## src/rtl/csr_defines.sv

```systemverilog
`default_nettype none
// ============================================================================
// Module   : csr_defines
// Purpose  : Exception codes, flag bit indices and commit FSM encoding shared
//            by the write-back commit logic and the CSR file.
// Revision : 1.0
// ============================================================================
package csr_defines;

  localparam int EXC_FLAGS_W = 7;

  localparam int EXCF_INT  = 0;
  localparam int EXCF_ADEF = 1;
  localparam int EXCF_INE  = 2;
  localparam int EXCF_SYS  = 3;
  localparam int EXCF_BRK  = 4;
  localparam int EXCF_ALE  = 5;
  localparam int EXCF_ADEM = 6;

  localparam logic [5:0] ECODE_INT  = 6'h00;
  localparam logic [5:0] ECODE_ADEF = 6'h08;
  localparam logic [5:0] ECODE_ADEM = 6'h08;
  localparam logic [5:0] ECODE_ALE  = 6'h09;
  localparam logic [5:0] ECODE_SYS  = 6'h0B;
  localparam logic [5:0] ECODE_BRK  = 6'h0C;
  localparam logic [5:0] ECODE_INE  = 6'h0D;

  localparam logic [8:0] ESUBCODE_ADEM = 9'd1;

  typedef enum logic [0:0] {
    ST_IDLE  = 1'b0,
    ST_REDIR = 1'b1
  } commit_state_e;

endpackage : csr_defines
`default_nettype wire

```

## src/rtl/exc_prio_enc.sv

```systemverilog
`default_nettype none
// ============================================================================
// Module   : exc_prio_enc
// Purpose  : Fixed-priority encoder from raw exception flags to Ecode/EsubCode.
// Revision : 1.0
// ============================================================================
module exc_prio_enc
  import csr_defines::*;
(
  input  logic [6:0] i_flags,
  output logic [5:0] o_ecode,
  output logic [8:0] o_esubcode,
  output logic       o_any
);

  always_comb begin
    o_ecode    = 6'h00;
    o_esubcode = 9'd0;
    o_any      = |i_flags;
    if      (i_flags[EXCF_INT])  o_ecode = ECODE_INT;
    else if (i_flags[EXCF_ADEF]) o_ecode = ECODE_ADEF;
    else if (i_flags[EXCF_INE])  o_ecode = ECODE_INE;
    else if (i_flags[EXCF_SYS])  o_ecode = ECODE_SYS;
    else if (i_flags[EXCF_BRK])  o_ecode = ECODE_BRK;
    else if (i_flags[EXCF_ALE])  o_ecode = ECODE_ALE;
    else if (i_flags[EXCF_ADEM]) begin
      o_ecode    = ECODE_ADEM;
      o_esubcode = ESUBCODE_ADEM;
    end
  end

endmodule : exc_prio_enc
`default_nettype wire

```

## src/rtl/wb_exc_commit.sv

```systemverilog
`default_nettype none
// ============================================================================
// Module   : wb_exc_commit
// Purpose  : WB-stage exception/ERTN commit, held flush and pre-IF redirect.
// Revision : 1.0
// ============================================================================
module wb_exc_commit
  import csr_defines::*;
#(
  parameter int CNT_W = 16
) (
  input  logic             clk,
  input  logic             rst_n,
  input  logic             i_wb_valid,
  input  logic [31:0]      i_wb_pc,
  input  logic [6:0]       i_wb_exc_flags,
  input  logic             i_wb_is_ertn,
  input  logic [31:0]      i_ex_entry,
  input  logic [31:0]      i_ertn_pc,
  output logic             o_wb_ex,
  output logic [5:0]       o_wb_ecode,
  output logic [8:0]       o_wb_esubcode,
  output logic [31:0]      o_wb_epc,
  output logic             o_ertn_flush,
  output logic             o_wb_commit_ok,
  output logic             o_flush_all,
  output logic             o_redirect_valid,
  output logic [31:0]      o_redirect_pc,
  input  logic             i_redirect_ready,
  output logic [CNT_W-1:0] o_exc_count
);

  commit_state_e    r_state;
  logic [31:0]      r_redirect_pc;
  logic             r_redirect_valid;
  logic [CNT_W-1:0] r_exc_count;

  logic       w_idle;
  logic       w_any;
  logic [5:0] w_ecode;
  logic [8:0] w_esubcode;
  logic       w_take_ex;
  logic       w_take_ertn;

  exc_prio_enc u_prio (
    .i_flags    (i_wb_exc_flags),
    .o_ecode    (w_ecode),
    .o_esubcode (w_esubcode),
    .o_any      (w_any)
  );

  // rst_n in w_idle keeps the commit-cycle outputs quiet while reset is held.
  assign w_idle      = rst_n & (r_state == ST_IDLE);
  assign w_take_ex   = w_idle & i_wb_valid & w_any;
  assign w_take_ertn = w_idle & i_wb_valid & i_wb_is_ertn & ~w_any;

  assign o_wb_ex          = w_take_ex;
  assign o_ertn_flush     = w_take_ertn;
  assign o_wb_ecode       = w_take_ex ? w_ecode    : 6'h00;
  assign o_wb_esubcode    = w_take_ex ? w_esubcode : 9'd0;
  assign o_wb_epc         = w_idle ? i_wb_pc : 32'h0;
  assign o_wb_commit_ok   = w_idle & i_wb_valid & ~w_any;
  assign o_flush_all      = w_take_ex | w_take_ertn | r_redirect_valid;
  assign o_redirect_valid = r_redirect_valid;
  assign o_redirect_pc    = r_redirect_pc;
  assign o_exc_count      = r_exc_count;

  // ERA is sampled in the commit cycle, before the CSR file applies ertn_flush.
  always_ff @(posedge clk or negedge rst_n) begin
    if (!rst_n) begin
      r_state          <= ST_IDLE;
      r_redirect_pc    <= 32'h0;
      r_redirect_valid <= 1'b0;
      r_exc_count      <= '0;
    end else begin
      case (r_state)
        ST_IDLE: begin
          if (w_take_ex || w_take_ertn) begin
            r_state          <= ST_REDIR;
            r_redirect_valid <= 1'b1;
            r_redirect_pc    <= w_take_ex ? i_ex_entry : i_ertn_pc;
          end
          if (w_take_ex) begin
            r_exc_count <= r_exc_count + {{(CNT_W-1){1'b0}}, 1'b1};
          end
        end
        ST_REDIR: begin
          if (i_redirect_ready) begin
            r_state          <= ST_IDLE;
            r_redirect_valid <= 1'b0;
          end
        end
        default: begin
          r_state          <= ST_IDLE;
          r_redirect_valid <= 1'b0;
        end
      endcase
    end
  end

endmodule : wb_exc_commit
`default_nettype wire

```

## config.mk

```make
export PLATFORM = sky130hd
export DESIGN_NAME = wb_exc_commit
export DESIGN_NICKNAME = d
export VERILOG_FILES = /design/src/rtl/csr_defines.sv /design/src/rtl/exc_prio_enc.sv /design/src/rtl/wb_exc_commit.sv
export SDC_FILE = /design/constraint.sdc
export NUM_CORES = 1
export LEC_CHECK = 0
export BUFFER_PORTS_ARGS = -buffer_cell sky130_fd_sc_hd__buf_2
export CORE_ASPECT_RATIO = 1.1
export CORE_MARGIN = 2
export CORE_UTILIZATION = 45
export CTS_BUF_LIST = sky130_fd_sc_hd__clkbuf_4 sky130_fd_sc_hd__clkbuf_8 sky130_fd_sc_hd__clkbuf_16
export DETAILED_ROUTE_END_ITERATION = 16
export PLACE_DENSITY_LB_ADDON = 0.25
export SLEW_MARGIN = 0
export SYNTH_ARGS = -nofsm -noshare
export SYNTH_HDL_FRONTEND = slang
export SYNTH_SLANG_ARGS = --single-unit
```

## constraint.sdc

```tcl
create_clock -name clk -period 5.5 [get_ports clk]
set_clock_uncertainty 0.05 [all_clocks]
set_input_delay 1.1 -clock clk [delete_from_list [all_inputs] [get_ports clk]]
set_output_delay 1.1 -clock clk [all_outputs]
set_load 0.005 [all_outputs]
```

==> flow_summary.ini, run 1 <==
[status]
status = completed

[sta]
tns_ns = 0
rsz0062_at_grt = no
fmax_mhz = 257
max-slew-margin-rel = 0.195
setup_viol = 0
hold_violations = 0
finalCritPeriodShare = 0.708
worst_pin_slew_ns = 1.21
final_max_slew_viol_count = 0
finalCriticalPeriod_ns = 3.90

[placed_design]
place.gp.congestion = 0.826
place_inst = 543
dpl.hpwl_um = 6060
portBuffers = 197
place_area_um2 = 3940

[cells_and_area]
seq_area_um2 = 1250
fillCellCount = 541
fin_util = 0.643
multiInputGateArea_um2 = 1550
fin_area_um2 = 4030
diodes = 0
fin_cells = 551
nets = 579
syn_to_final_growth_pct = 36.3
drive_above_1_share = 0.469

[drt]
firstDrtPassIters = 4
via_per_inst = 4.87
drc_errors = 0
drtAntennaViolNets = 0
routed_wl_um = 7830
detail_route.iter0.violations = 68
detail_route.wl_per_cell_um = 14.2
vias = 2686

[synthesis]
yosysTopAreaCell = dfrtp_1
synth_cells = 280
ys_warn_count = 0
synth_cell_types = 38
syn-cell-area_um2 = 2960
synth_common_cells = 50 x dfrtp_1, 37 x and2_1, 32 x mux2i_1, 32 x nand2b_1, 31 x a2bb2oi_1
ys_seq_area_frac = 0.423
synth_edf_count = 0
synth.avg_cell_area_um2 = 10.6
ys_top_cells_by_area = dfrtp_1 42%, mux2i_1 11%, a2bb2oi_1 9.2%
async_flop_share = 1.00
yosysMostFrequentCell = dfrtp_1
synth_top_area_frac = 0.423
ys_ff_latch = 50
synthFlopType = dfrtp_1

[global_route]
grt_pass1_vias = 2510
gr-total-overflow = 0
antenna_found_initial = 0
grt_max_degree = 52
grt_pass1_wl_um = 11900
track_usage = 0.213

[power]
combPwrFrac = 0.294
peakVddDrop_uv = 144
power.density_nw_per_um2 = 246
p_clk_frac = 0.213
internal_power_w = 0.000695
swShare = 0.298
p_sw_w = 0.000294
p_leak_nw = 2.26
seq_power_share = 0.492

[floorplan]
start_util = 0.471
boundaryPins = 208
die_w_um = 81.3
num_rows = 30
fp.dieH_um = 89.0
fp.coreArea_um2 = 6270
dieArea_um2 = 7230

[cts]
clock_sinks = 50
clock_latency_ns = 0.30
cts_setup_buffers = 0
h-tree-depth = 2
cts_hold_buf = 0
tritoncts = yes
ctsRootBufferMaster = clkbuf_8
clockBufferDepth = 2
cts_buffers = 5
cts_resized = 0
path_clk_slew_ns = 0.09

[critical_path]
crit_arrival_ns = 2.75
cp-start-kind = input pin
crit_path_end_kind = primary output
cp_max_fo = 35
cp.required_ns = 4.35
critPathKind = in -> out
reg2reg_slack_ns = 3.34

[job]
maxCapViolCount = 0

[min_path]
worst_hold_path_type = reg -> reg
worst paths after layout:
kind | end | depth (start not counted) | startpoint
min in group asynchronous | o_exc_count[10] | 2 | rst_n
max in group asynchronous | o_redirect_pc[24] | 2 | rst_n
setup / recovery | o_flush_all | 7 | i_wb_exc_flags[3]
setup reg to reg | o_redirect_pc[31] | 4 | r_state
hold reg to reg | o_exc_count[15] | 1 | o_exc_count[15]
hold / removal | o_exc_count[15] | 1 | o_exc_count[15]
through the flow:
| stage | total power [W] | worst slack (ns) | hold slack (ns) |
|---|---|---|---|
| 2_1_floorplan | 0.000634 | 2.15 | 0.404 |
| 5_1_grt | 0.00106 | 1.53 | 0.469 |
| 6_report | 0.000989 | 1.60 | 0.434 |
| 3_3_place_gp | 0.000780 | 1.64 | 0.420 |
| 3_5_place_dp | 0.000789 | 1.61 | 0.413 |
| 4_1_cts | 0.00100 | 1.61 | 0.435 |
power by group through the flow:
stage          combinational [W]  sequential [W]  clock, W
6_report                0.000291        0.000487  0.000211
4_1_cts                 0.000297        0.000486  0.000218
5_1_grt                 0.000323        0.000497  0.000239
2_1_floorplan           0.000139        0.000495         0
3_5_place_dp            0.000297        0.000492         0
3_3_place_gp            0.000288        0.000491         0
state kept, by name (all words and copies together) (netlist names):
| name | flops |
|---|---|
| r_state | 1 |
| o_redirect_valid | 1 |
| o_exc_count | 16 |
| o_redirect_pc | 32 |
logic make-up after synthesis:
family          after synthesis  synth area share
compound gates               39             0.120
xor+xnor                     15            0.0445
fa+ha+maj                     1           0.00423
buf+inv                      32            0.0644
flops                        50             0.423
mux                          33             0.112
other cells                   1           0.00127
simple gates                109             0.230
worst max-delay path: stages:
cell	delay, ns
buf_2	0.13
or4_4	0.56
nor3_4	0.18
a21oi_4	0.07
buf_4	0.25
or2_2	0.32
buf_2	0.13
cell usage in the layout (no fill, tap or decap):
master / instances
nor3_1: 4
clkinv_2: 1
ha_1: 1
or4_4: 1
mux2_2: 1
a21o_1: 1
a2bb2oi_2: 2
buf_4: 5
and3_1: 1
a21oi_1: 2
nand3b_2: 1
nor2_1: 7
xnor2_1: 14
and2_1: 37
mux2i_1: 32
a21oi_4: 1
or2_2: 1
clkbuf_4: 1
a211oi_2: 1
nor3_4: 1
clkinv_4: 1
dfrtp_1: 50
nor2b_1: 1
buf_2: 197
nand2b_1: 32
conb_1: 10
and4_1: 1
nor4_4: 1
clkbuf_8: 5
a211oi_1: 1
nor4_1: 1
nand3_1: 4
xor2_1: 1
a2bb2oi_1: 31
or3_1: 1
nand2_1: 5
nand4_1: 9
inv_1: 4
nand2_2: 1
layout make-up:
type | instances | share of cell area
Clock buffer | 6 | 0.0189
Multi-Input combinational cell | 207 | 0.384
Clock inverter | 2 | 0.00342
Inverter | 4 | 0.00373
Timing Repair Buffer | 202 | 0.254
Tap cell | 80 | 0.0249
Sequential cell | 50 | 0.311
routing by layer:
metal | global-route usage | vias to the layer above | share of wire
met1 | 0.285 | 1258 | 0.44
met5 | 0 | - | 0
met3 | 0.0424 | 4 | 0.058
met2 | 0.359 | 91 | 0.49
met4 | 0.0478 | 0 | 0.0070
li1 | - | 1333 | -
Power figures use the tool's default switching activity.
==> inputs of run 2 (changes only) <==
--- a/config.mk
+++ b/config.mk
@@ -5,10 +5,11 @@
 export SDC_FILE = /design/constraint.sdc
 export NUM_CORES = 1
 export LEC_CHECK = 0
+export ABC_AREA = 1
 export BUFFER_PORTS_ARGS = -buffer_cell sky130_fd_sc_hd__buf_2
 export CORE_ASPECT_RATIO = 1.1
 export CORE_MARGIN = 2
-export CORE_UTILIZATION = 45
+export CORE_UTILIZATION = 38
 export CTS_BUF_LIST = sky130_fd_sc_hd__clkbuf_4 sky130_fd_sc_hd__clkbuf_8 sky130_fd_sc_hd__clkbuf_16
 export DETAILED_ROUTE_END_ITERATION = 16
 export PLACE_DENSITY_LB_ADDON = 0.25
==> constraint.sdc (replaced) <==
create_clock -name clk -period 3.35 [get_ports clk]
set_clock_uncertainty 0.05 [all_clocks]
set_input_delay 0.67 -clock clk [delete_from_list [all_inputs] [get_ports clk]]
set_output_delay 0.67 -clock clk [all_outputs]
set_load 0.005 [all_outputs]
==> run 2 against run 1 <==
Effect of this change: total power up 91%; final cell count up 42%; sequential share of layout area down 1.6 points; highest routed layer unchanged; critical endpoint is now o_wb_ecode[3].
==> flow_summary.ini, run 2 <==
[status]
status = completed

[cts]
tritoncts = yes
cts_resized = 0
cts_setup_buffers = 0
cts_buffers = 5
clock_sinks = 50
cts_hold_buf = 0
path_clk_slew_ns = 0.09
clockBufferDepth = 2
ctsRootBufferMaster = clkbuf_8
clock_latency_ns = 0.29
h-tree-depth = 2

[sta]
finalCriticalPeriod_ns = 2.84
tns_ns = 0
whs_ns = 0.430
final_max_slew_viol_count = 0
worst_pin_slew_ns = 0.642
setup_viol = 0
finalWorstSetupSlack_ns = 0.511
rsz0062_at_grt = no
fmax_mhz = 352
hold_violations = 0
finalCritPeriodShare = 0.847
max-slew-margin-rel = 0.572

[critical_path]
rr_worst_depth = 8
startpoint = i_wb_exc_flags[4]
cp_slowest_cell = nand2_2
path_common_cell = buf_2
cp.required_ns = 2.63
cpPeakStageDelay_ns = 0.35
r2r_end = o_redirect_pc[25]
worstReg2RegStart = r_state
crit_arrival_ns = 2.12
reg2reg_slack_ns = 0.98
cp-endpoint = o_wb_ecode[3]
cp_max_fo = 35
cp-start-kind = input pin
crit_path_end_kind = primary output
crit_path_cell_trace = buf_2 -> inv_1 -> nand2_1 -> inv_2 -> nand2_4 -> nand2_2 -> nor3_1 -> buf_2
critPathKind = in -> out

[placed_design]
place_ws_ns = 0.447
portBuffers = 197
place.gp.congestion = 0.824
dpl.hpwl_um = 7260

[min_path]
holdPathStages = 2
min_from = o_redirect_pc[28]
worst_hold_path_type = reg -> reg

[drt]
drtAntennaViolNets = 0
drc_errors = 0
firstDrtPassIters = 7
vias = 3484
detail_route.iter0.violations = 144
via_per_inst = 4.46
detail_route.wl_per_cell_um = 11.7
routed_wl_um = 9130

[power]
power.density_nw_per_um2 = 445
internal_power_w = 0.00126
swShare = 0.334
peakVddDrop_uv = 174
seq_power_share = 0.446
p_sw_w = 0.000631
combPwrFrac = 0.325
p_leak_nw = 2.72
p_clk_frac = 0.229

[synthesis]
ys_warn_count = 0
synthFlopType = dfrtp_1
ys_seq_area_frac = 0.398
synth_cell_types = 25
synth.avg_cell_area_um2 = 6.50
synth_top_area_frac = 0.398
async_flop_share = 1.00
yosysTopAreaCell = dfrtp_1
ys_top_cells_by_area = dfrtp_1 40%, nand2_1 26%, inv_1 6.6%
syn-cell-area_um2 = 3150
synth_edf_count = 0
synth_common_cells = 219 x nand2_1, 55 x inv_1, 54 x nor2_1, 50 x dfrtp_1, 36 x nand3_1
ys_ff_latch = 50
yosysMostFrequentCell = nand2_1
synth_cells = 484

[cells_and_area]
nets = 781
drive_above_1_share = 0.328
diodes = 0
final_cell_mix = 219 x nand2_1, 197 x buf_2, 55 x inv_1
largest_register_ffs = 32
syn_to_final_growth_pct = 34.9
fillCellCount = 818
fin_util = 0.534
mostFrequentLayoutCell = nand2_1

[floorplan]
num_rows = 34
fp.coreArea_um2 = 7960
die_w_um = 90.7
boundaryPins = 208
dieArea_um2 = 9020
start_util = 0.395
fp.dieH_um = 99.4

[global_route]
grt_pass1_wl_um = 14400
gr-total-overflow = 0
track_usage = 0.194
grt_pass1_vias = 3163
antenna_found_initial = 0
grt_max_degree = 51

[job]
maxCapViolCount = 0
run 2: cell count changes after synthesis, moves of 6 or more:
cell	delta
a2bb2oi_1	-31
and2_1	-37
buf_4	+8
clkbuf_1	-8
inv_1	+51
mux2i_1	-32
nand2_1	+214
nand2b_1	-32
nand3_1	+32
nor2_1	+47
o21ai_0	+6
xnor2_1	-14
xor2_1	+7
run 2: kinds of logic after synthesis:
group | synth area share
AND/OR/NAND/NOR | 0.418
adder cells (fa/ha/maj) | 0.00398
XOR/XNOR | 0.0223
flip-flops | 0.398
buffers and inverters | 0.138
AO/OA/AOI/OAI | 0.0195
other | 0.00119
run 2: layer usage:
metal / GRT usage / part of all wire / up-vias
met5: 0 / 0 / -
met4: 0.0426 / 0.0095 / 0
met3: 0.0326 / 0.064 / 9
met2: 0.348 / 0.49 / 147
met1: 0.246 / 0.44 / 1526
li1: - / - / 1802
run 2: how the worst min path moves through the flow:
stage                                    to  slack, ns
after floorplan              o_exc_count[0]       0.32
after global placement    o_redirect_pc[29]       0.41
after detailed placement  o_redirect_pc[28]       0.41
after CTS                 o_redirect_pc[28]       0.43
after global routing      o_redirect_pc[31]       0.46
final                     o_redirect_pc[28]       0.43
run 2: area by class of cell:
| class | instances | area (um^2) | share of cell area |
|---|---|---|---|
| timing repair buffer | 203 | 1030 | 0.243 |
| multi-input combinational | 354 | 1500 | 0.352 |
| inverter | 58 | 218 | 0.0513 |
| sequential | 50 | 1250 | 0.295 |
| tap | 108 | 135 | 0.0318 |
| clock buffer | 7 | 83.8 | 0.0198 |
| clock inverter | 1 | 30.0 | 0.00708 |
run 2: critical path: cells and delay by family:
| family | cells | cell delay, ns |
|---|---|---|
| buf+inv | 4 | 0.38 |
| simple gates | 4 | 1.04 |
run 2: stage by stage:
| stage | total power (W) | instances | area, um^2 |
|---|---|---|---|
| 6_report | 0.00189 | 781 | 4240 |
| 5_1_grt | 0.00202 | 781 | 4240 |
| 4_1_cts | 0.00191 | 781 | 4240 |
| 3_5_place_dp | 0.00147 | 773 | 4130 |
| 3_3_place_gp | 0.00145 | 773 | 4130 |
| 2_1_floorplan | 0.00117 | 493 | 3180 |
run 2: power by group through the flow:
stage | logic, W | registers [W] | clock network, W
after floorplan | 0.000311 | 0.000855 | 0
after global placement | 0.000600 | 0.000855 | 0
after detailed placement | 0.000619 | 0.000853 | 0
after CTS | 0.000622 | 0.000842 | 0.000448
after global routing | 0.000696 | 0.000864 | 0.000465
final | 0.000613 | 0.000842 | 0.000433
==> inputs of run 3 (changes only) <==
--- a/config.mk
+++ b/config.mk
@@ -9,7 +9,7 @@
 export BUFFER_PORTS_ARGS = -buffer_cell sky130_fd_sc_hd__buf_2
 export CORE_ASPECT_RATIO = 1.1
 export CORE_MARGIN = 2
-export CORE_UTILIZATION = 38
+export CORE_UTILIZATION = 43
 export CTS_BUF_LIST = sky130_fd_sc_hd__clkbuf_4 sky130_fd_sc_hd__clkbuf_8 sky130_fd_sc_hd__clkbuf_16
 export DETAILED_ROUTE_END_ITERATION = 16
 export PLACE_DENSITY_LB_ADDON = 0.25
==> constraint.sdc (replaced) <==
create_clock -name clk -period 3 [get_ports clk]
set_clock_uncertainty 0.05 [all_clocks]
set_input_delay 0.6 -clock clk [delete_from_list [all_inputs] [get_ports clk]]
set_output_delay 0.6 -clock clk [all_outputs]
set_load 0.005 [all_outputs]
==> run 3 against run 2 <==
Effect of this change: register-to-register slack got worse by 0.11 ns; global-route usage rose by 5.1 points; first-iteration DRC count shrank 4.2%; non-clock buffer count is the same; via count rose by 3.2%; core utilization is 6.5 points higher; largest power group unchanged; highest routed layer unchanged.
==> flow_summary.ini, run 3 (same netlist as run 2, synthesis figures left out) <==
[status]
status = completed

[drt]
detail_route.iter0.violations = 138
drtAntennaViolNets = 0
vias = 3596
routed_wl_um = 10000
via_per_inst = 4.74
drc_errors = 0
firstDrtPassIters = 5
detail_route.wl_per_cell_um = 13.2

[cells_and_area]
multiInputGateArea_um2 = 1500
mostFrequentLayoutCell = nand2_1
nets = 781
syn_to_final_growth_pct = 34.1
fillCellCount = 719
largest_register_ffs = 32
final_cell_mix = 219 x nand2_1, 197 x buf_2, 55 x inv_1
seq_area_um2 = 1250
drive_above_1_share = 0.328

[sta]
fmax_mhz = 390
final_max_slew_viol_count = 0
worst_pin_slew_ns = 0.633
rsz0062_at_grt = no
finalCritPeriodShare = 0.854
tns_ns = 0
hold_violations = 0
setup_viol = 0
finalCriticalPeriod_ns = 2.56
max-slew-margin-rel = 0.578

[cts]
path_clk_slew_ns = 0.09
clock_latency_ns = 0.30
h-tree-depth = 2
clock_sinks = 50
cts_hold_buf = 0
tritoncts = yes
cts_buffers = 5
clockBufferDepth = 2
cts_resized = 0
cts_setup_buffers = 0
ctsRootBufferMaster = clkbuf_8

[critical_path]
reg2reg_slack_ns = 0.87
crit_path_end_kind = primary output
crit_path_cell_trace = buf_2 -> inv_1 -> nand2_1 -> inv_2 -> nand2_4 -> nand2_2 -> nor3_1 -> buf_2
cp_max_fo = 35
crit_arrival_ns = 1.91
cp.required_ns = 2.35
crit_buf_inv = 4
critPathKind = in -> out
cp-start-kind = input pin
path_delay_family = simple AND/OR/NAND/NOR gates
path_common_cell = buf_2
cp_slowest_cell = nand2_2
cpPeakStageDelay_ns = 0.32

[floorplan]
dieArea_um2 = 8020
num_rows = 32
fp.coreArea_um2 = 7050
boundaryPins = 208
die_w_um = 85.6
fp.dieH_um = 93.7
start_util = 0.446

[power]
p_leak_nw = 2.72
power_w = 0.00211
peakVddDrop_uv = 302
power.density_nw_per_um2 = 500

[placed_design]
dpl.hpwl_um = 7960
portBuffers = 197
place.gp.congestion = 0.822

[global_route]
grt_pass1_vias = 3220
grt_max_degree = 51
antenna_found_initial = 1
gr-total-overflow = 0
track_usage = 0.245
grt_pass1_wl_um = 15300

[job]
maxCapViolCount = 0

[min_path]
worst_hold_path_type = in -> async
## run 3: cell types whose count changed in the layout (fill, tap and decap cells not counted)
| cell | previous run | this run |
|---|---|---|
| diode_2 | 0 | 1 |
## run 3: layout make-up
class                   count  share of cell area
repair buffers            203               0.244
inverters                  58              0.0516
clock inverters             1             0.00712
diodes                      1            0.000593
multi-input cells         354               0.354
clock buffers               7              0.0199
flip-flops and latches     50               0.297
well taps                  85              0.0252
## run 3: power by group
| part | switching [W] | total, W | internal [W] |
|---|---|---|---|
| Combinational | 0.000388 | 0.000696 | 0.000308 |
| Sequential | 0.000110 | 0.000938 | 0.000828 |
| Clock | 0.000208 | 0.000475 | 0.000268 |
| Total | 0.000706 | 0.00211 | 0.00140 |
## run 3: final timing paths
path / startpoint / endpoint / cells after the start
max: i_wb_exc_flags[4] / o_wb_ecode[3] / 8
min: rst_n / o_exc_count[4] / 2
max reg2reg: r_state / o_redirect_pc[13] / 8
min reg2reg: o_redirect_pc[9] / o_redirect_pc[9] / 2
max in group asynchronous: rst_n / o_exc_count[14] / 2
min in group clk: o_redirect_pc[9] / o_redirect_pc[9] / 2
## run 3: per-stage QoR
step           instances   util  worst slack [ns]  hold slack (ns)  area [um^2]
2_1_floorplan        493      -              1.06            0.254         3180
3_3_place_gp         750  0.582             0.493            0.407         4100
3_5_place_dp         750  0.582             0.444            0.410         4100
4_1_cts              758  0.598             0.446            0.433         4220
5_1_grt              759  0.599             0.288            0.447         4220
6_report             759  0.599             0.439            0.423         4220
## run 3: metal layers
| layer | track usage | up-vias | share of wire |
|---|---|---|---|
| li1 | - | 1801 | - |
| met1 | 0.311 | 1602 | 0.40 |
| met2 | 0.419 | 179 | 0.48 |
| met3 | 0.0492 | 14 | 0.096 |
| met4 | 0.0767 | 0 | 0.022 |
| met5 | 0 | - | 0 |
## run 3: worst reg2reg max path, stage by stage, from the launching register on
cell	delay, ns
dfrtp_1	0.39
inv_1	0.10
nand3_2	0.13
inv_2	0.27
buf_4	0.33
nand2_1	0.11
nand2_2	0.46
nand2_1	0.14
nand2_1	0.08
